### src/rtl/frame_receiver.sv
// frame_receiver: oversampled serial frame decoder (start, length, data, CRC-8, stop) feeding a byte FIFO.
// Define FRAME_RX_CRC_EN to carry and check a CRC-8 field between the data and the stop bit.
module frame_receiver #(
  parameter int DIV_W      = 8,
  parameter int LEN_W      = 4,
  parameter int FIFO_DEPTH = 4,
  parameter int NOISE_TOL  = 2
) (
  input  logic             clk,
  input  logic             reset_n,
  input  logic             rx,
  input  logic [DIV_W-1:0] baudrate,
  output logic [7:0]       out_data,
  output logic             out_last,
  output logic             out_valid,
  input  logic             out_ready,
  output logic             done,
  output logic             nf,
  output logic             crce,
  output logic             fe,
  output logic             over,
  output logic             busy
);
  localparam int CW    = DIV_W + 1;
  localparam int BMAX  = (LEN_W > 8) ? LEN_W : 8;
  localparam int BC_W  = $clog2(BMAX);
  localparam int PTR_W = (FIFO_DEPTH > 1) ? $clog2(FIFO_DEPTH) : 1;
  localparam int CNT_W = $clog2(FIFO_DEPTH + 1);

  typedef enum logic [2:0] {IDLE, START, LEN, DATA, CRC, STOP} state_t;
`ifdef FRAME_RX_CRC_EN
  localparam state_t AFTER_DATA = CRC;
`else
  localparam state_t AFTER_DATA = STOP;
`endif

  state_t           state;
  logic [CW-1:0]    cnt, ones, zeros, ones_n, zeros_n, minority, baud_eff;
  logic [DIV_W-1:0] baud_q;
  logic             dec, bit_val, noisy;
  logic [BC_W-1:0]  bitc;
  logic [LEN_W-1:0] bytec, len_q;
  logic [6:0]       sh;
  logic             over_acc;

  logic [8:0]       mem [FIFO_DEPTH];
  logic [PTR_W-1:0] wr_ptr, rd_ptr;
  logic [CNT_W-1:0] fcount;
  logic             push_req, push_ok, push_drop, pop, full;

  function automatic logic [PTR_W-1:0] ptr_inc(input logic [PTR_W-1:0] p);
    return (p == PTR_W'(FIFO_DEPTH - 1)) ? '0 : p + PTR_W'(1);
  endfunction

  // In IDLE the counters sit at zero, so the start-detect clock is sample 0 of the START period.
  always_comb begin
    ones_n   = ones + CW'(rx);
    zeros_n  = zeros + CW'(!rx);
    bit_val  = ones_n > zeros_n;
    minority = (ones_n < zeros_n) ? ones_n : zeros_n;
    noisy    = minority > CW'(NOISE_TOL);
    baud_eff = (state == IDLE) ? CW'(baudrate) : CW'(baud_q);
    dec      = ((state != IDLE) || rx) && (cnt == baud_eff);
    push_req = (state == DATA) && dec && !noisy && (bitc == BC_W'(7));
    pop      = out_valid && out_ready;
    full     = fcount == CNT_W'(FIFO_DEPTH);
    push_ok  = push_req && (!full || pop);
    push_drop = push_req && full && !pop;
  end

  assign out_valid = fcount != '0;
  assign out_data  = out_valid ? mem[rd_ptr][7:0] : 8'h00;
  assign out_last  = out_valid && mem[rd_ptr][8];
  assign busy      = state != IDLE;

  always_ff @(posedge clk) begin
    if (push_ok) mem[wr_ptr] <= {bytec == len_q, sh, bit_val};
  end

  always_ff @(posedge clk or negedge reset_n) begin
    if (!reset_n) begin
      wr_ptr <= '0;
      rd_ptr <= '0;
      fcount <= '0;
    end else begin
      if (push_ok) wr_ptr <= ptr_inc(wr_ptr);
      if (pop) rd_ptr <= ptr_inc(rd_ptr);
      if (push_ok && !pop) fcount <= fcount + CNT_W'(1);
      else if (pop && !push_ok) fcount <= fcount - CNT_W'(1);
    end
  end

  always_ff @(posedge clk) begin
    if (state == IDLE && rx) baud_q <= baudrate;
    if (dec && state == LEN) len_q <= LEN_W'({len_q, bit_val});
    if (dec && (state == DATA || state == CRC)) sh <= {sh[5:0], bit_val};
  end

`ifdef FRAME_RX_CRC_EN
  logic [7:0] crc;
  logic       crce_acc;

  function automatic logic [7:0] crc8_step(input logic [7:0] c, input logic b);
    return {c[6:0], 1'b0} ^ ((c[7] ^ b) ? 8'h07 : 8'h00);
  endfunction

  always_ff @(posedge clk) begin
    if (state == IDLE && rx) crc <= 8'h00;
    else if (dec && (state == LEN || state == DATA)) crc <= crc8_step(crc, bit_val);
  end
`else
  assign crce = 1'b0;
`endif

  always_ff @(posedge clk or negedge reset_n) begin
    if (!reset_n) begin
      state    <= IDLE;
      cnt      <= '0;
      ones     <= '0;
      zeros    <= '0;
      bitc     <= '0;
      bytec    <= '0;
      over_acc <= 1'b0;
      done     <= 1'b0;
      nf       <= 1'b0;
      fe       <= 1'b0;
      over     <= 1'b0;
`ifdef FRAME_RX_CRC_EN
      crce     <= 1'b0;
      crce_acc <= 1'b0;
`endif
    end else begin
      done <= 1'b0;
      if (push_drop) over_acc <= 1'b1;
      if (dec || (state == IDLE && !rx)) begin
        cnt   <= '0;
        ones  <= '0;
        zeros <= '0;
      end else begin
        cnt   <= cnt + CW'(1);
        ones  <= ones_n;
        zeros <= zeros_n;
      end
      if (dec && noisy && state != IDLE && state != START) begin
        state <= IDLE;
        done  <= 1'b1;
        nf    <= 1'b1;
        fe    <= 1'b0;
        over  <= over_acc;
`ifdef FRAME_RX_CRC_EN
        crce  <= 1'b0;
`endif
      end else begin
        case (state)
          // A zero divisor decides the start bit on the detect clock itself.
          IDLE: if (rx) begin
            over_acc <= 1'b0;
            bitc     <= '0;
`ifdef FRAME_RX_CRC_EN
            crce_acc <= 1'b0;
`endif
            state    <= dec ? LEN : START;
          end
          START: if (dec) begin
            bitc  <= '0;
            state <= (bit_val && !noisy) ? LEN : IDLE;
          end
          LEN: if (dec) begin
            if (bitc == BC_W'(LEN_W - 1)) begin
              bitc  <= '0;
              bytec <= '0;
              state <= DATA;
            end else bitc <= bitc + BC_W'(1);
          end
          DATA: if (dec) begin
            if (bitc == BC_W'(7)) begin
              bitc <= '0;
              if (bytec == len_q) state <= AFTER_DATA;
              else bytec <= bytec + LEN_W'(1);
            end else bitc <= bitc + BC_W'(1);
          end
`ifdef FRAME_RX_CRC_EN
          CRC: if (dec) begin
            if (bitc == BC_W'(7)) begin
              crce_acc <= {sh, bit_val} != crc;
              state    <= STOP;
            end else bitc <= bitc + BC_W'(1);
          end
`endif
          STOP: if (dec) begin
            state <= IDLE;
            done  <= 1'b1;
            nf    <= 1'b0;
            fe    <= bit_val;
            over  <= over_acc;
`ifdef FRAME_RX_CRC_EN
            crce  <= crce_acc;
`endif
          end
          default: state <= IDLE;
        endcase
      end
    end
  end
endmodule
### config.mk
export PLATFORM = sky130hd
export DESIGN_NAME = frame_receiver
export DESIGN_NICKNAME = d
export VERILOG_FILES = /design/src/rtl/frame_receiver.sv
export SDC_FILE = /design/constraint.sdc
export NUM_CORES = 1
export LEC_CHECK = 0
export BUFFER_PORTS_ARGS = -buffer_cell sky130_fd_sc_hd__buf_2
export CORE_MARGIN = 2
export CORE_UTILIZATION = 30
export DETAILED_ROUTE_END_ITERATION = 10
export PLACE_DENSITY = 0.54
export SYNTH_ARGS = -nofsm -noshare
export SYNTH_HDL_FRONTEND = slang
export SYNTH_SLANG_ARGS = --single-unit
### constraint.sdc
create_clock -name clk -period 5.35 [get_ports clk]
set_input_delay 0.535 -clock clk [delete_from_list [all_inputs] [get_ports clk]]
set_output_delay 0.535 -clock clk [all_outputs]
set_load 0.02 [all_outputs]
[After elaboration in Yosys (flattened, before gate mapping)]
Memories as Yosys holds them, arrays and structs flattened.
Cells that the tools add are included.
Storage, ports and cells
  logic and storage cells: 151
  output and inout port bits: 16
  RAM bits: 36
  register bits after elaboration: 68
  memories: 1
Memories
  mem: depth 4, bits a word 9, rd ports 1, clocked after Yosys merged registers in 0, wr ports 1, line 46  | logic [8:0] mem [FIFO_DEPTH];
Cells by class
  bitwise operators: 1
  add/sub/neg operators: 9
  muxes and demuxes: 52
  eq/ne operators: 28
  $lt $le $gt $ge: 3
  reductions and logical operators: 40
Operators with widths (number)
  $mux 3: 16
  $mux 9: 4
  $mux 4: 5
  $logic_and 1x1->1: 19
  $add 9x1->9: 2
  $mux 1: 18
  $mux 8: 2
  $pmux 3 s5: 1
  $eq 3x3->1 const B: 4
  $ne 3x1->1 const B: 4
  $pmux 3 s4: 1
  $ne 2x2->1 const B: 5
  $add 9x1->9 const B: 1
  $eq 3x2->1 const B: 3
  $eq 9x8->1: 1
  $gt 9x2->1 const B: 1
  $gt 9x9->1: 1
  $lt 9x9->1: 1
  $ne 3x2->1 const B: 3
  $mux 2: 4
  $pmux 4 s2: 1
  $reduce_and 8->1: 1
  $reduce_bool 2->1: 4
  $reduce_and 7->1: 1
  17 further kinds: 30

[Logic depth before layout (Yosys ltp)]
  depth in word-level cells: 14
  gate-level depth with buffers: 20

[Worst setup path before layout]
OpenSTA, ideal clock, no wires.
  kind: input port to flip-flop
  start point: input port rx
  end point: register fcount[2]
  library setup time: 0.079 ns
  arrival: 4.050 ns
  data required time: 5.271 ns
  setup slack: 1.221 ns
  path buffers: 1
  stages: 19
  cell sequence: inv_1 ha_1 ha_1 and4_1 and2_1 xnor2_1 ha_1 a21o_1 a21o_1 o311a_1 o22ai_2 and4_1 buf_4 ha_1 inv_1 fa_1 xor2_1 nor2_1 xor2_1
Between the ends
  cells in the longest elaborated chain, start to end: 12
  elaborated cells on any way between the ends: 18
Ends and longest elaborated chain
  from (decl): line 11  | input logic rx,
  $logic_not 1->1: line 58  | zeros_n = zeros + CW'(!rx);
  $add 9x1->9: line 58
  $lt 9x9->1: line 60  | minority = (ones_n < zeros_n) ? ones_n : zeros_n;
  $mux 9: line 60
  $gt 9x2->1: line 61  | noisy = minority > CW'(NOISE_TOL);
  $logic_not 1->1: line 64  | push_req = (state == DATA) && dec && !noisy && (bitc == BC_W'(7));
  $logic_and 1x1->1 (*) (2 in series): line 64
  $logic_and 1x1->1 (*): line 67  | push_ok = push_req && (!full || pop);
  via push_ok: line 49  | logic push_req, push_ok, push_drop, pop, full;
  $logic_not 1->1: line 89  | else if (pop && !push_ok) fcount <= fcount - CNT_W'(1);
  $logic_and 1x1->1: line 89
  $reduce_bool 2->1 (no line)
  to (signal assigned): line 88  | if (push_ok && !pop) fcount <= fcount + CNT_W'(1);
  to (signal assigned): line 89
  to (decl): line 48  | logic [CNT_W-1:0] fcount;
The timed path passes the listed nets; every way through them passes the cells marked *.
A chain may end at the register's enable or synchronous reset.

[Worst setup path in the final report]
  start point: input port rx
  end point: register fcount[2]
Between the ends
  cells in the longest elaborated chain, start to end: 12
  elaborated cells on any way between the ends: 18
Ends and longest elaborated chain (line)
  $logic_not 1->1: 58
  $add 9x1->9: 58
  $lt 9x9->1: 60
  $mux 9: 60
  $gt 9x2->1: 61
  $logic_not 1->1: 64
  $logic_and 1x1->1 (*) (2 in series): 64
  $logic_and 1x1->1 (*): 67
  $logic_not 1->1: 89
  $logic_and 1x1->1: 89
  $reduce_bool 2->1 (no line)
Mark *: on every way between the ends. The rest lies on a longest branch, timed or not.

==> metrics <==
Initial DRT Pass Iterations 4; clk slew on worst S/H paths 0.08 ns; Final Slew Violations 0; FF+latch count, synth 104; most frequent cell after synthesis edfxtp_1; worst slew pin tran 0.876 ns; vias in the first global route between 3000 and 4000; Synthesized Nets 486; fill count 1710; largest cells by area after synthesis edfxtp_1, dfrtp_1, ha_1, xor2_1, mux4_2; most common library cells after synthesis edfxtp_1, dfrtp_1, nor2_1; cell count after synthesis 448; CP Capture Type flip-flop; CP Data Arrival Time about 4.5 ns; most used cell, CP ha_1; Worst Hold Class input pin to async pin; dominant synthesized flop cell edfxtp_1; CP required 5.62 ns; synth unique cells 70; Detailed Route WL 10.4 mm; Max Root-Sink Buffers 2; GP Congestion 0.812; outcome completed; Mapped Area approximately 5300 sq um; DRC Markers 0; vias per cell between 4 and 5; CP max FO 7; CTS tree done; FF/Latch Area 2880 sq um; Post-CTS Repair Setup Buffers 0; detailed-route via count approximately 3400; Worst-Skew Late Latency 0.36 ns; Fin Setup TNS 0 ns; port bufs 26; Inserted Clock Buffers 9; fmax 237 MHz; I/O pin cnt 28; final worst path period share around 80%; Power Density approximately 440 nW/um^2; nets between 500 and 600; Core Region 17400 sq um; Layout area overhead 12.5%; ant diodes 0; Post-DRT Antenna Nets 0; Synth area leader edfxtp_1; Cell Chain, Critical Path buf_2 -> inv_1 -> ha_1 -> ha_1 -> and4_1 -> and2_1 -> xnor2_1 -> ha_1 -> a21o_1 -> a21o_1 -> o311a_1 -> o22ai_2 -> and4_1 -> ha_1 -> inv_1 -> fa_1 -> xor2_1 -> nor2_1 -> xor2_1; RSZ-0062 raised after global routing no; Startpoint Class input pin; sequential share of the synthesized area 54.0%; FF-to-FF Start zeros[0]$_DFF_PN0_; largest net degree at the start of global routing 50; wire per inst 14.7 microns; H-tree depth 3; CTS Root Cell clkbuf_16; global-route wire length before repair 17.6 mm; Synth Area per Inst 11.9 sq um; placed cell area 5710 sq um; clk sinks approximately 100; Fin. Hold Viols 0; setup violators final 0; Starting DRT DRC Count 211; minimum clock period ~4.2 ns; width of the die between 100 and 150 microns; Synth async-reset ratio 47.1%; Post-synth EDFFs 55; CP max stage cell o311a_1; Max Cap Viol 0; Pleak 2.43 nW; synthesis warning total 0; hpwl dp about 7.4 mm; Rel. slew slack 41.4%; post-synth top area share 31.0%; design area 6000 sq um; Worst setup startpoint rx; full die area around 19000 sq um; Crit Path Class input pin to flip-flop; Max VDD drop approximately 0.00024 V; Die Y approximately 140 microns; WHS approximately 0.29 ns; Std-Cell Rows 48; area of the multi-input gates 2280 sq um; share of layout cells above drive strength 1 between 10% and 20%; Post-CTS Hold Fix Bufs 0; # resized after CTS 0; GRT Resource Usage Total 12.0%; initial antenna violation count 0; Initial Util 30.7%; total grt overflow 0; Final Skew about 0.011 ns; CP max stage delay 0.38 ns
kinds of logic (layout without fill, tap and decap cells):
logic type / Yosys count / in the layout / share of synthesized area (%)
multiplexers: 22 / 22 / 6.38
XOR/XNOR: 37 / 37 / 6.08
flip-flops: 104 / 104 / 54.0
other: 1 / 1 / 0.0703
adder cells (fa/ha/maj): 27 / 27 / 6.43
buffers and inverters: 41 / 73 / 3.33
AO/OA/AOI/OAI: 62 / 62 / 8.33
AND/OR/NAND/NOR: 154 / 154 / 15.4
layout by cell type, fill, tap and decap left out, drive strengths merged, types with 3 or more instances in the layout:
cell | synthesis | layout
edfxtp | 55 | 55
dfrtp | 49 | 49
nor2 | 46 | 46
buf | 10 | 32
inv | 25 | 30
ha | 25 | 25
xor2 | 24 | 24
nand2 | 20 | 20
and2 | 17 | 17
nand3 | 17 | 17
o21ai | 15 | 15
xnor2 | 13 | 13
nor3 | 12 | 12
nor2b | 11 | 11
a21oi | 10 | 10
mux4 | 9 | 9
clkbuf | 6 | 9
mux2i | 7 | 7
mux2 | 6 | 6
and3 | 5 | 5
nand4 | 5 | 5
a211oi | 5 | 5
nor4 | 5 | 5
a21o | 3 | 3
o32ai | 3 | 3
o22ai | 3 | 3
nor4b | 3 | 3
routing by layer:
| layer | track usage, % | share of wire [%] |
|---|---|---|
| met3 | 2.80 | 3.7 |
| met1 | 16.3 | 48 |
| met5 | 0 | 0 |
| met2 | 19.0 | 47 |
| met4 | 3.72 | 1.2 |
registers in the layout, indices dropped and copies added (netlist names), 3 cells and up:
signal	count
len_q	4
cnt	9
bitc	3
bytec	4
sh	7
state	3
baud_q	8
fcount	3
mem	36
ones	9
zeros	9
report_power, final:
| part | switching (W) | internal, W | total (W) |
|---|---|---|---|
| registers | 0.000134 | 0.000973 | 0.00111 |
| clock network | 0.000318 | 0.000329 | 0.000647 |
| logic | 0.000536 | 0.000357 | 0.000893 |
metrics by stage:
step                      power, W  std cells  util, %  worst slack (ns)
after floorplan            0.00179        448        -              1.22
final                      0.00265        705     34.6              1.13
after CTS                  0.00268        705     34.6              1.13
after global placement     0.00199        689     32.9             0.910
after global routing       0.00283        705     34.6             0.871
after detailed placement   0.00201        689     32.9             0.786
worst paths after layout:
kind,cells past startpoint,slack (ns),end
max,19,1.13,fcount[2]$_DFFE_PN0P_
min reg2reg,0,0.49,len_q[2]$_DFFE_PP_
min,2,0.29,cnt[0]$_DFF_PN0_
max in group asynchronous,2,4.61,wr_ptr[1]$_DFFE_PN0P_
min in group clk,1,0.38,baud_q[2]$_DFFE_PP_
max reg2reg,17,1.24,fcount[2]$_DFFE_PN0P_
worst max-delay path: cells and delay by family:
kind            cells  cell delay (ns)
xor+xnor            3             0.54
fa+ha+maj           5             1.32
simple gates        4             0.89
buf+inv             3             0.34
compound gates      4             0.86
layout make-up:
type                       count  area share [%]
sequential                   104            48.0
multi-input combinational    303            38.0
tap                          225            4.69
clock buffer                   9            3.75
timing repair buffer          32            2.92
inverter                      25            1.56
clock inverter                 7            1.13
Note: power is estimated with default switching activity, not from simulation.
